`src/rtl/store_buffer_pkg.sv`:
```
// Shared types for the store buffer: store size encoding and the queued entry format.
package HighLevelControl;

    // Entry width; the store_buffer XLEN parameter is expected to match it.
    localparam int SB_XLEN = 32;

    typedef enum logic [1:0] {
        BYTE      = 2'd0,
        HALF_WORD = 2'd1,
        WORD      = 2'd2
    } storeSize;

    typedef struct packed {
        logic [SB_XLEN-1:0]   addr;
        logic [SB_XLEN-1:0]   wdata;
        logic [SB_XLEN/8-1:0] wmask;
    } sbEntry;

endpackage

```
`src/rtl/store_buffer_if.sv`:
```
// Store-side (MEM stage) and memory-side handshake bundle of the store buffer.
// slave: the store buffer itself. master: the pipeline/memory environment around it.
interface store_buffer_if #(
    parameter int XLEN = 32
);
    logic                         st_valid;
    logic                         st_ready;
    logic [XLEN-1:0]              st_addr;
    logic [XLEN-1:0]              st_data;
    HighLevelControl::storeSize   st_size;

    logic                         mem_req;
    logic [XLEN-1:0]              mem_addr;
    logic [XLEN-1:0]              mem_wdata;
    logic [XLEN/8-1:0]            mem_wmask;
    logic                         mem_ack;

    modport slave (
        input  st_valid, st_addr, st_data, st_size, mem_ack,
        output st_ready, mem_req, mem_addr, mem_wdata, mem_wmask
    );

    modport master (
        output st_valid, st_addr, st_data, st_size, mem_ack,
        input  st_ready, mem_req, mem_addr, mem_wdata, mem_wmask
    );
endinterface

```
`src/rtl/store_buffer_align.sv`:
```
// store_align: combinational lane shifter turning an LSB-justified store into a
// word-aligned address, replicated write data and byte mask, and flagging misalignment.
module store_align
    import HighLevelControl::*;
#(
    parameter int XLEN = 32
) (
    input  logic [XLEN-1:0]   addr,
    input  logic [XLEN-1:0]   data,
    input  storeSize          size,
    output logic [XLEN-1:0]   word_addr,
    output logic [XLEN-1:0]   wdata,
    output logic [XLEN/8-1:0] wmask,
    output logic              misaligned
);
    localparam int LANES = XLEN / 8;
    localparam int OFF_W = $clog2(LANES);

    logic [OFF_W-1:0] off;
    assign off = addr[OFF_W-1:0];

    // Replicate data across lanes and select the byte enables for the addressed lanes.
    always_comb begin
        // Clearing every low bit also covers the HALF [0] / WORD [1:0] clearing rule.
        word_addr  = {addr[XLEN-1:OFF_W], {OFF_W{1'b0}}};
        wdata      = data;
        wmask      = '1;
        misaligned = 1'b0;
        case (size)
            BYTE: begin
                wdata = {LANES{data[7:0]}};
                wmask = LANES'(1) << off;
            end
            HALF_WORD: begin
                wdata      = {(LANES/2){data[15:0]}};
                wmask      = LANES'(3) << {off[OFF_W-1:1], 1'b0};
                misaligned = off[0];
            end
            default: begin
                // WORD (and the unused encoding) writes the full word.
                wdata      = data;
                wmask      = '1;
                misaligned = (off != '0);
            end
        endcase
    end
endmodule

```
`src/rtl/store_buffer.sv`:
```
// store_buffer: in-order store queue between the MEM stage and data memory.
// Stores are formatted on the push path, queued in a DEPTH-entry FIFO and drained
// over a req/ack handshake; the pipeline only stalls when the FIFO is full.
// Optional feature macro: MISALIGN_TRAP_EN (misaligned stores are dropped and
// reported through misalign_fault/fault_addr instead of being force-aligned).
module store_buffer
    import HighLevelControl::*;
#(
    parameter int XLEN  = SB_XLEN,
    parameter int DEPTH = 4
) (
    input  logic            clk,
    input  logic            reset,
    store_buffer_if.slave   sb,
    output logic            sb_empty
`ifdef MISALIGN_TRAP_EN
    ,
    output logic            misalign_fault,
    output logic [XLEN-1:0] fault_addr
`endif
);
    localparam int PTR_W = $clog2(DEPTH);
    localparam int CNT_W = PTR_W + 1;

`ifdef MISALIGN_TRAP_EN
    localparam bit TRAP_EN = 1'b1;
`else
    localparam bit TRAP_EN = 1'b0;
`endif

    logic [PTR_W-1:0] wr_ptr_q, wr_ptr_d;
    logic [PTR_W-1:0] rd_ptr_q, rd_ptr_d;
    logic [CNT_W-1:0] count_q, count_d;
    sbEntry           entries_q [DEPTH];
    sbEntry           entry_d;

    logic [XLEN-1:0]   al_addr;
    logic [XLEN-1:0]   al_wdata;
    logic [XLEN/8-1:0] al_wmask;
    logic              al_misaligned;

    logic push, enq, pop;

`ifdef MISALIGN_TRAP_EN
    logic            fault_q, fault_d;
    logic [XLEN-1:0] fault_addr_q, fault_addr_d;
`endif

    store_align #(.XLEN(XLEN)) u_align (
        .addr       (sb.st_addr),
        .data       (sb.st_data),
        .size       (sb.st_size),
        .word_addr  (al_addr),
        .wdata      (al_wdata),
        .wmask      (al_wmask),
        .misaligned (al_misaligned)
    );

    // Ready depends on count only, so it never waits on mem_ack combinationally.
    assign sb.st_ready  = (count_q != CNT_W'(DEPTH));
    assign sb.mem_req   = (count_q != '0);
    assign sb_empty     = (count_q == '0);
    assign sb.mem_addr  = entries_q[rd_ptr_q].addr;
    assign sb.mem_wdata = entries_q[rd_ptr_q].wdata;
    assign sb.mem_wmask = entries_q[rd_ptr_q].wmask;

`ifdef MISALIGN_TRAP_EN
    assign misalign_fault = fault_q;
    assign fault_addr     = fault_addr_q;
`endif

    // Handshake decode, pointer/count next state and the formatted entry to enqueue.
    always_comb begin
        push    = sb.st_valid && sb.st_ready;
        // A trapped misaligned store is consumed but never enqueued.
        enq     = push && !(TRAP_EN && al_misaligned);
        pop     = sb.mem_req && sb.mem_ack;
        wr_ptr_d = wr_ptr_q;
        rd_ptr_d = rd_ptr_q;
        count_d  = count_q;
        entry_d.addr  = al_addr;
        entry_d.wdata = al_wdata;
        entry_d.wmask = al_wmask;
        if (enq) begin
            wr_ptr_d = wr_ptr_q + 1'b1;
        end
        if (pop) begin
            rd_ptr_d = rd_ptr_q + 1'b1;
        end
        if (enq && !pop) begin
            count_d = count_q + CNT_W'(1);
        end else if (pop && !enq) begin
            count_d = count_q - CNT_W'(1);
        end
`ifdef MISALIGN_TRAP_EN
        fault_d      = push && al_misaligned;
        fault_addr_d = (push && al_misaligned) ? sb.st_addr : fault_addr_q;
`endif
    end

    // Control state: pointers, occupancy and the fault pulse; reset drops all entries.
    always_ff @(posedge clk) begin
        if (reset) begin
            wr_ptr_q <= '0;
            rd_ptr_q <= '0;
            count_q  <= '0;
`ifdef MISALIGN_TRAP_EN
            fault_q      <= 1'b0;
            fault_addr_q <= '0;
`endif
        end else begin
            wr_ptr_q <= wr_ptr_d;
            rd_ptr_q <= rd_ptr_d;
            count_q  <= count_d;
`ifdef MISALIGN_TRAP_EN
            fault_q      <= fault_d;
            fault_addr_q <= fault_addr_d;
`endif
        end
    end

    // Entry storage; contents are only meaningful while count covers them, so no reset.
    always_ff @(posedge clk) begin
        if (enq) begin
            entries_q[wr_ptr_q] <= entry_d;
        end
    end
endmodule

```
`src/flat_wrapper.sv`:
```
// flat-port wrapper written by rule: the top's interface ports become plain ports
module store_buffer_flat import HighLevelControl::*;
#(
    parameter int XLEN  = SB_XLEN,
    parameter int DEPTH = 4
)
  (clk, reset, sb_empty, sb_st_valid, sb_st_addr, sb_st_data, sb_st_size, sb_mem_ack, sb_st_ready, sb_mem_req, sb_mem_addr, sb_mem_wdata, sb_mem_wmask);
  store_buffer_if #(.XLEN(XLEN)) sb_i ();
  input  logic clk;
  input  logic reset;
  output logic sb_empty;
  input wire logic [$bits(sb_i.st_valid)-1:0] sb_st_valid;
  input wire logic [$bits(sb_i.st_addr)-1:0] sb_st_addr;
  input wire logic [$bits(sb_i.st_data)-1:0] sb_st_data;
  input wire logic [$bits(sb_i.st_size)-1:0] sb_st_size;
  input wire logic [$bits(sb_i.mem_ack)-1:0] sb_mem_ack;
  output wire logic [$bits(sb_i.st_ready)-1:0] sb_st_ready;
  output wire logic [$bits(sb_i.mem_req)-1:0] sb_mem_req;
  output wire logic [$bits(sb_i.mem_addr)-1:0] sb_mem_addr;
  output wire logic [$bits(sb_i.mem_wdata)-1:0] sb_mem_wdata;
  output wire logic [$bits(sb_i.mem_wmask)-1:0] sb_mem_wmask;
  assign sb_i.st_valid = sb_st_valid;
  assign sb_i.st_addr = sb_st_addr;
  assign sb_i.st_data = sb_st_data;
  assign sb_i.st_size = sb_st_size;
  assign sb_i.mem_ack = sb_mem_ack;
  assign sb_st_ready = sb_i.st_ready;
  assign sb_mem_req = sb_i.mem_req;
  assign sb_mem_addr = sb_i.mem_addr;
  assign sb_mem_wdata = sb_i.mem_wdata;
  assign sb_mem_wmask = sb_i.mem_wmask;
  store_buffer #(.XLEN(XLEN), .DEPTH(DEPTH)) u_core (.clk(clk), .reset(reset), .sb(sb_i), .sb_empty(sb_empty));
endmodule
```
`config.mk`:
```
export PLATFORM = sky130hd
export DESIGN_NAME = store_buffer_flat
export DESIGN_NICKNAME = d
export VERILOG_FILES = /design/src/rtl/store_buffer_pkg.sv /design/src/rtl/store_buffer_if.sv /design/src/rtl/store_buffer_align.sv /design/src/rtl/store_buffer.sv /design/src/flat_wrapper.sv
export SDC_FILE = /design/constraint.sdc
export NUM_CORES = 1
export LEC_CHECK = 0
export BUFFER_PORTS_ARGS = -buffer_cell sky130_fd_sc_hd__buf_2
export CELL_PAD_IN_SITES_DETAIL_PLACEMENT = 2
export CELL_PAD_IN_SITES_GLOBAL_PLACEMENT = 2
export CORE_MARGIN = 2
export CORE_UTILIZATION = 40
export DETAILED_ROUTE_END_ITERATION = 16
export GPL_TIMING_DRIVEN = 0
export PLACE_DENSITY = 0.71
export SLEW_MARGIN = 20
export SYNTH_ARGS = -nofsm -noshare
export SYNTH_HDL_FRONTEND = slang
export SYNTH_HIERARCHICAL = 1
export SYNTH_SLANG_ARGS = --single-unit
```
`constraint.sdc`:
```
create_clock -name clk -period 4.4 [get_ports clk]
set_input_delay 0.66 -clock clk [delete_from_list [all_inputs] [get_ports clk]]
set_output_delay 0.66 -clock clk [all_outputs]
set_load 0.01 [all_outputs]
```
== Word level (Yosys, flattened, before mapping) ==
Memories as Yosys holds them, arrays and structs flattened. A register that Yosys moved wholly into a read port is not among the register bits.
Cells that the tools add are included.
Storage, ports and cells
  register bits after elaboration: 7
  bits in latches: 0
  memory bits (writable): 264
  memory bits (read-only): 0
  input port bits: 70
  output and inout bits: 71
  logic and storage cells: 30
  memories: 1
Memory list
  u_core.entries_q: words 4, bits a word 66, rd ports 1, clocked after memory_dff 1, wr ports 1, line store_buffer.sv:34  | sbEntry entries_q [DEPTH];
Cells by class
  add/subtract/negate cells: 4
  $mul: 0
  div/mod/pow operators: 0
  magnitude comparators: 0
  equality and inequality tests: 2
  shift operators: 2
  muxes and demuxes: 8
  bitwise gates (word level): 0
  reductions and logical operators: 10
Operator list (number)
  $pmux W32 S2: 1
  $pmux W4 S2: 1
  $mux W3: 2
  $add A2 B1 Y2 const B: 2
  $logic_and A1 B1 Y1: 4
  $mux W2: 2
  $shl A1 B2 Y4 const A: 1
  $shl A2 B2 Y4 const A: 1
  $add A3 B1 Y3 const B: 1
  $logic_not A3 Y1: 1
  $ne A3 B3 Y1 const B: 1
  $reduce_bool A3 Y1: 1
  $sub A3 B1 Y3 const B: 1
  $eq A2 B1 Y1 const B: 1
  $logic_not A1 Y1: 2
  $logic_not A2 Y1: 1
  $mux W1: 2
  $reduce_bool A2 Y1: 1

== Logic depth before layout (Yosys ltp) ==
Gate-level depths: netlist of the first run.
  word-level depth: 6
  depth in mapped cells: 8
  mapped depth without buffers: 8

== By module ==
Netlist of the first run, hierarchy kept.
By module, submodules not included
  store_buffer: instances 1, cells an instance 405, area each 10304.9 µm², seq. area each 8348.0 µm²
  store_align: instances 1, cells an instance 96, area each 765.7 µm², seq. area each 0.0 µm²

== Worst setup path after synthesis of the first run ==
No wires, ideal clock.
  path type: input to register
  start: input port sb_st_valid
  end: memory u_core/entries_q[0][0] in the netlist's numbering, enable pin
  library setup time: 433 ps
  arrival: 2563 ps
  required time: 3967 ps
  setup slack: 1404 ps
  stages on the path: 2
  path through: a21boi_2 and2_1
Between the ends
  cells in the longest elaborated chain, start to end: 3
RTL lines
  start, declared: line flat_wrapper.sv:12  | input wire logic [$bits(sb_i.st_valid)-1:0] sb_st_valid;
  $logic_and A1 B1 Y1: line store_buffer.sv:74  | push = sb.st_valid && sb.st_ready;
  $mux W1: line store_buffer.sv:124  | if (enq) begin
  $mux W1 (not written as such): line store_buffer.sv:125  | entries_q[wr_ptr_q] <= entry_d;
  end, declared: line store_buffer.sv:34
Every way passes these cells.

==> reports/metrics.cfg, run 1 <==
[status]
outcome=completed

[clock_network]
cts_setup_buffers=0
numCtsBuffers=31
cts-root-buf=clkbuf_16
clock_sinks=281
clk_pin_slew_ps=60
clkLatencyLatePin_ps=550
cts.path.max_buffers=3
cts_tree=built
cts_resized=0
h-tree-depth=1
cts.hold.buffers_added=0

[hold_path]
holdPathStages=1
min_to=u_core/entries_q[0][60]
hold_start=sb_st_addr[24]
hold_class=primary input to flop

[floorplan]
fp-row-count=60
dieWidth_um=170
start_util=0.409
core-area_mm2=0.0270
io_pins=141
dieHeight_um=170
die-area_mm2=0.0290

[sta]
worst_pin_slew_ps=769
skew_ps=19.2
clock.fmax_mhz=346
slew_headroom=0.487
rsz0062_at_grt=no
hold_viol=0
min_period_ps=2890
report.final.slew_viol_count=0
worst_hold_slack_ps=308
finalSetupViolCount=0
fin_crit_sh=0.657

[detailed_routing]
drt-initial-drc-count=329
num_vias=5220
wl_um=24300
drc=0
dr.pass1.iters=5
antenna_left=0
via_per_inst=5.16
wl_per_cell_um=24.0

[power_and_ir_drop]
powerDensity_mw_per_mm2=584
vdd_drop_max_mv=0.323
p_leak_nw=4.49
power_mw=7.67

[grt]
grt_first_pass_wirelength_um=37400
antenna_found_initial=3
track_usage=0.174
grt_pass1_vias=5970
grt_overflow=0
grt_max_degree=38

[layout]
drive_gt1_frac=0.463
areaGrowthSynthToFinish_pct=18.6
design_area_mm2=0.0131
post-route-util=0.485
stdcell_count=1012
fin_nets=721

[placement]
dp.final_hpwl_um=15800
gp_congestion=0.711
place_area_mm2=0.0121
port_buffers=109
placedCellCount=953

[logic_synthesis]
synth.cell_area_mm2=0.0111
synth.avg_cell_area_um2=22.2
yosysWarnings=6
syn_inst=498

[setup_path]
critPathMostFrequentCell=buf_2
ff2ff_setup_slack_ps=2000
cp_num_buf_inv=3
worst_path_max_delay_cell=clkbuf_1
crit_family=buffers and inverters
cp_max_fo=10
required_ps=3740
path_class=flop to primary output
end_kind=primary output
r2r_end=u_core/count_q[2]
worst_path_largest_cell_delay_ps=610
rr_worst_depth=8
start_kind=flop
worst_ep_arrival_time_ps=2230
rr_startpoint=u_core/count_q[0]
path_cells=buf_2 > clkbuf_1 > mux4_2 > buf_2

[job]
drv_cap=0

==> routing by layer <==
metal	track usage	wire length (um)
met5	0	7
met4	0.0409	540
met3	0.0458	1620
met2	0.303	12300
met1	0.218	9750
==> cells in the final DEF (no fill, tap or decap), types with 4 or more instances in the layout <==
master / count
buf_6: 4
mux4_2: 68
mux2_2: 17
o21ai_2: 6
buf_12: 5
clkinv_2: 7
clkbuf_16: 31
clkbuf_1: 11
inv_1: 5
and2_4: 4
nor2_1: 9
dfxtp_1: 9
buf_2: 113
ha_1: 5
buf_4: 44
clkinv_1: 7
xor2_1: 4
mux2i_1: 10
nand2_1: 9
edfxtp_1: 272
==> report_power, final <==
part           switching [mW]  internal [mW]
logic                   0.961          0.887
clock network            1.01           1.46
registers              0.0871           3.26
==> registers in the layout (all words and copies together), names as in the netlist, named ones only <==
signal            cells
u_core/count_q        3
u_core/wr_ptr_q       2
u_core/entries_q    272
u_core/rd_ptr_q       2
==> worst reg2reg max path, cell delays in order, from the launching register on <==
cell and delay, ps:
dfxtp_1 480, nor2_1 120, a21boi_2 370, ha_1 250, inv_1 70, fa_1 380, xor2_1 180, or3_1 330
a21oi_1 150
==> per-stage QoR <==
step	TNS, ps	setup slack [ps]
after floorplan	0	1400
final	0	1510
after CTS	0	1440
after global placement	-22600	-99.5
after detailed placement	0	1840
after global routing	0	1350
==> area by class of cell <==
cell class / instances / area (um2)
tap: 341 / 427
clock buffer: 37 / 798
buffer: 61 / 482
sequential: 281 / 8350
inverter: 5 / 18.8
multi-input combinational: 152 / 2220
clock inverter: 20 / 175
antenna: 2 / 5.00
fill: 2398 / 13900
timing repair buffer: 113 / 641
==> worst max path at each step <==
stage	endpoint	cells after the start	slack [ps]	from
after floorplan	u_core/entries_q[0][0]	2	1400	sb_st_valid
after global placement	u_core/entries_q[1][40]	3	-100	sb_st_valid
after detailed placement	u_core/count_q[2]	8	1840	sb_st_valid
after CTS	sb_mem_wdata[11]	4	1440	flop
after global routing	sb_mem_wdata[11]	4	1350	flop
final	sb_mem_wdata[11]	4	1510	flop
No activity file was read; power rests on OpenSTA's default activity.
==> inputs of run 2 (changes only) <==
Settings changed: PLACE_DENSITY 0.71 to 0.74.
Clock period 4.4 ns to 2.4 ns, I/O delays scaled along.
==> run 2 against run 1 <==
  * First-iteration DRC count rose by 3.3%
  * Final cell count up 1.6%
  * Die area is the same
  * Via count rose by 2.5%
  * Core utilization grew 1.3 points
  * Setup slack got worse by 1500 ps
  * Clock-buffer cell count is 6 higher
  * Highest routed layer is now met4
==> reports/metrics.cfg, run 2 (same netlist as run 1, synthesis figures left out) <==
[setup_path]
end_kind=primary output  ; unchanged
crit_end=sb_mem_wdata[29]  ; was sb_mem_wdata[11]
r2r_end=u_core/count_q[2]  ; unchanged
worst_ep_arrival_time_ps=2000  ; was 2230 ps
start_kind=flop  ; unchanged
required_ps=2040  ; was 3740 ps
rr_worst_depth=7  ; was 8
path_class=flop to primary output  ; unchanged
rr_startpoint=u_core/count_q[2]  ; was u_core/count_q[0]
cp_max_fo=6  ; was 10
ff2ff_setup_slack_ps=160  ; was 2000 ps

[layout]
drive_gt1_frac=0.461  ; was 0.463
largest_reg_flops=272  ; unchanged
fin_nets=738  ; was 721
largest_register=u_core/entries_q  ; unchanged
areaGrowthSynthToFinish_pct=21.9  ; was 18.6%
reg_top3=u_core/entries_q x272, u_core/count_q x3  ; unchanged
layout_commonest_cell=edfxtp_1  ; unchanged
mostFrequentLayoutCells=272 x edfxtp_1, 91 x buf_2, 68 x mux4_2  ; was 272 x edfxtp_1, 113 x buf_2, 68 x mux4_2

[power_and_ir_drop]
p_leak_nw=4.63  ; was 4.49 nW
vdd_drop_max_mv=0.507  ; was 0.323 mV
powerDensity_mw_per_mm2=1060  ; was 584 mW/mm2
power_mw=14.3  ; was 7.67 mW

[job]
drv_cap=0  ; unchanged

[detailed_routing]
drt-initial-drc-count=340  ; was 329
antenna_left=0  ; unchanged
dr.pass1.iters=4  ; was 5
via_per_inst=5.20  ; was 5.16
wl_per_cell_um=24.7  ; was 24.0 um
drc=0  ; unchanged
wl_um=25400  ; was 24,300 um
num_vias=5349  ; was 5,220

[floorplan]
die-area_mm2=0.0290  ; unchanged
dieWidth_um=170  ; unchanged
io_pins=141  ; unchanged
core-area_mm2=0.0270  ; unchanged
start_util=0.409  ; unchanged
dieHeight_um=170  ; unchanged
fp-row-count=60  ; unchanged

[clock_network]
clk_pin_slew_ps=60  ; about the same
numCtsBuffers=30  ; was 31
cts.path.max_buffers=3  ; unchanged
clkLatencyLatePin_ps=560  ; was 550 ps
cts_tree=built  ; unchanged
clock_sinks=281  ; unchanged
h-tree-depth=1  ; unchanged
cts-root-buf=clkbuf_16  ; unchanged

[grt]
grt_pass1_vias=6100  ; was 5,970
track_usage=0.181  ; was 0.174
antenna_found_initial=2  ; was 3
grt_overflow=0  ; unchanged
grt_first_pass_wirelength_um=38400  ; was 37,400 um
grt_max_degree=40  ; was 38

[sta]
clock.fmax_mhz=425
setup_slack_ps=44.9  ; was 1510 ps
fin_crit_sh=0.981
slew_headroom=0.629  ; was 0.487
worst_pin_slew_ps=557  ; was 769 ps
worst_hold_slack_ps=30.7  ; was 308 ps
hold_viol=0  ; unchanged
finalSetupViolCount=0  ; unchanged
min_period_ps=2360
report.final.slew_viol_count=0  ; unchanged
skew_ps=26.4  ; was 19.2 ps
rsz0062_at_grt=yes  ; was no

[placement]
dp.final_hpwl_um=16400  ; was 15,800 um
dpl_worst_slack_ps=41.6  ; was 1840 ps
gp_congestion=0.721  ; was 0.711
port_buffers=109  ; unchanged

[status]
outcome=completed  ; unchanged

[hold_path]
hold_class=primary input to flop  ; unchanged

-- run 2: cell count changes in the layout (fill, tap and decap cells not counted), moves of 2 or more --
cell / delta
buf_16: +3
buf_6: +25
buf_4: -2
clkbuf_8: +4
dlygate4sd3_1: +14
dfxtp_2: +3
buf_2: -22
clkinv_2: -4
clkinvlp_4: -2
dfxtp_1: -3
bufinv_16: -2
clkbuf_4: +3
-- run 2: metal layers --
metal	vias up	GRT usage	share of wire
met5	-	0	0
met2	152	0.333	0.54
met3	34	0.0365	0.049
li1	2328	-	-
met4	0	0.0405	0.018
met1	2835	0.218	0.40
-- run 2: layout make-up --
type	instances	area, um2
Antenna cell	2	5.00
Buffer	61	524
Clock buffer	43	840
Clock inverter	12	87.6
Fill cell	2374	13500
Inverter	5	18.8
Multi-Input combinational cell	152	2230
Sequential cell	281	8350
Tap cell	341	427
Timing Repair Buffer	131	995
-- run 2: power breakdown --
| part | leakage [nW] | switching, mW | internal (mW) | total [mW] |
|---|---|---|---|---|
| combinational | 1.61 | 1.87 | 1.97 | 3.83 |
| clock | 0.453 | 1.81 | 2.52 | 4.33 |
| sequential | 2.57 | 0.176 | 5.99 | 6.16 |
| total | 4.63 | 3.86 | 10.5 | 14.3 |
-- run 2: worst min path at each step --
| stage | endpoint | depth (start not counted) | slack (ps) | startpoint |
|---|---|---|---|---|
| 6_report | u_core/entries_q[3][41] | 1 | 30 | sb_st_addr[5] |
| 5_1_grt | u_core/entries_q[0][67] | 1 | 7 | sb_st_addr[31] |
| 4_1_cts | u_core/entries_q[1][65] | 1 | 0.3 | sb_st_addr[29] |
| 3_5_place_dp | u_core/rd_ptr_q[0] | 2 | 530 | u_core/rd_ptr_q[0] |
| 3_3_place_gp | u_core/wr_ptr_q[1] | 2 | 490 | u_core/wr_ptr_q[1] |
| 2_1_floorplan | u_core/wr_ptr_q[1] | 2 | 480 | u_core/wr_ptr_q[1] |
-- run 2: critical path, stage by stage (launching register included) --
cell	delay [ps]
dfxtp_2	330
buf_6	140
buf_12	160
buf_12	130
mux4_2	510
buf_2	160
-- run 2: per-stage QoR --
| step | utilization | std cells | cell area [um2] | TNS (ps) |
|---|---|---|---|---|
| after floorplan | - | 499 | 11100 | 0 |
| after global placement | 0.445 | 949 | 12000 | -122970 |
| after detailed placement | 0.450 | 953 | 12200 | 0 |
| after CTS | 0.493 | 1024 | 13300 | -16.1 |
| after global routing | 0.499 | 1026 | 13500 | -311 |
| final | 0.499 | 1028 | 13500 | 0 |
-- run 2: repair_timing --
action | 4_1_cts | 5_1_grt
setup endpoints to repair | 60 | 26
gates cloned | 1 | 1
resized for setup | 20 | 23
setup buffers | 1 | 1
endpoints found under the hold margin | 49 | 0
hold buffers | 14 | 0
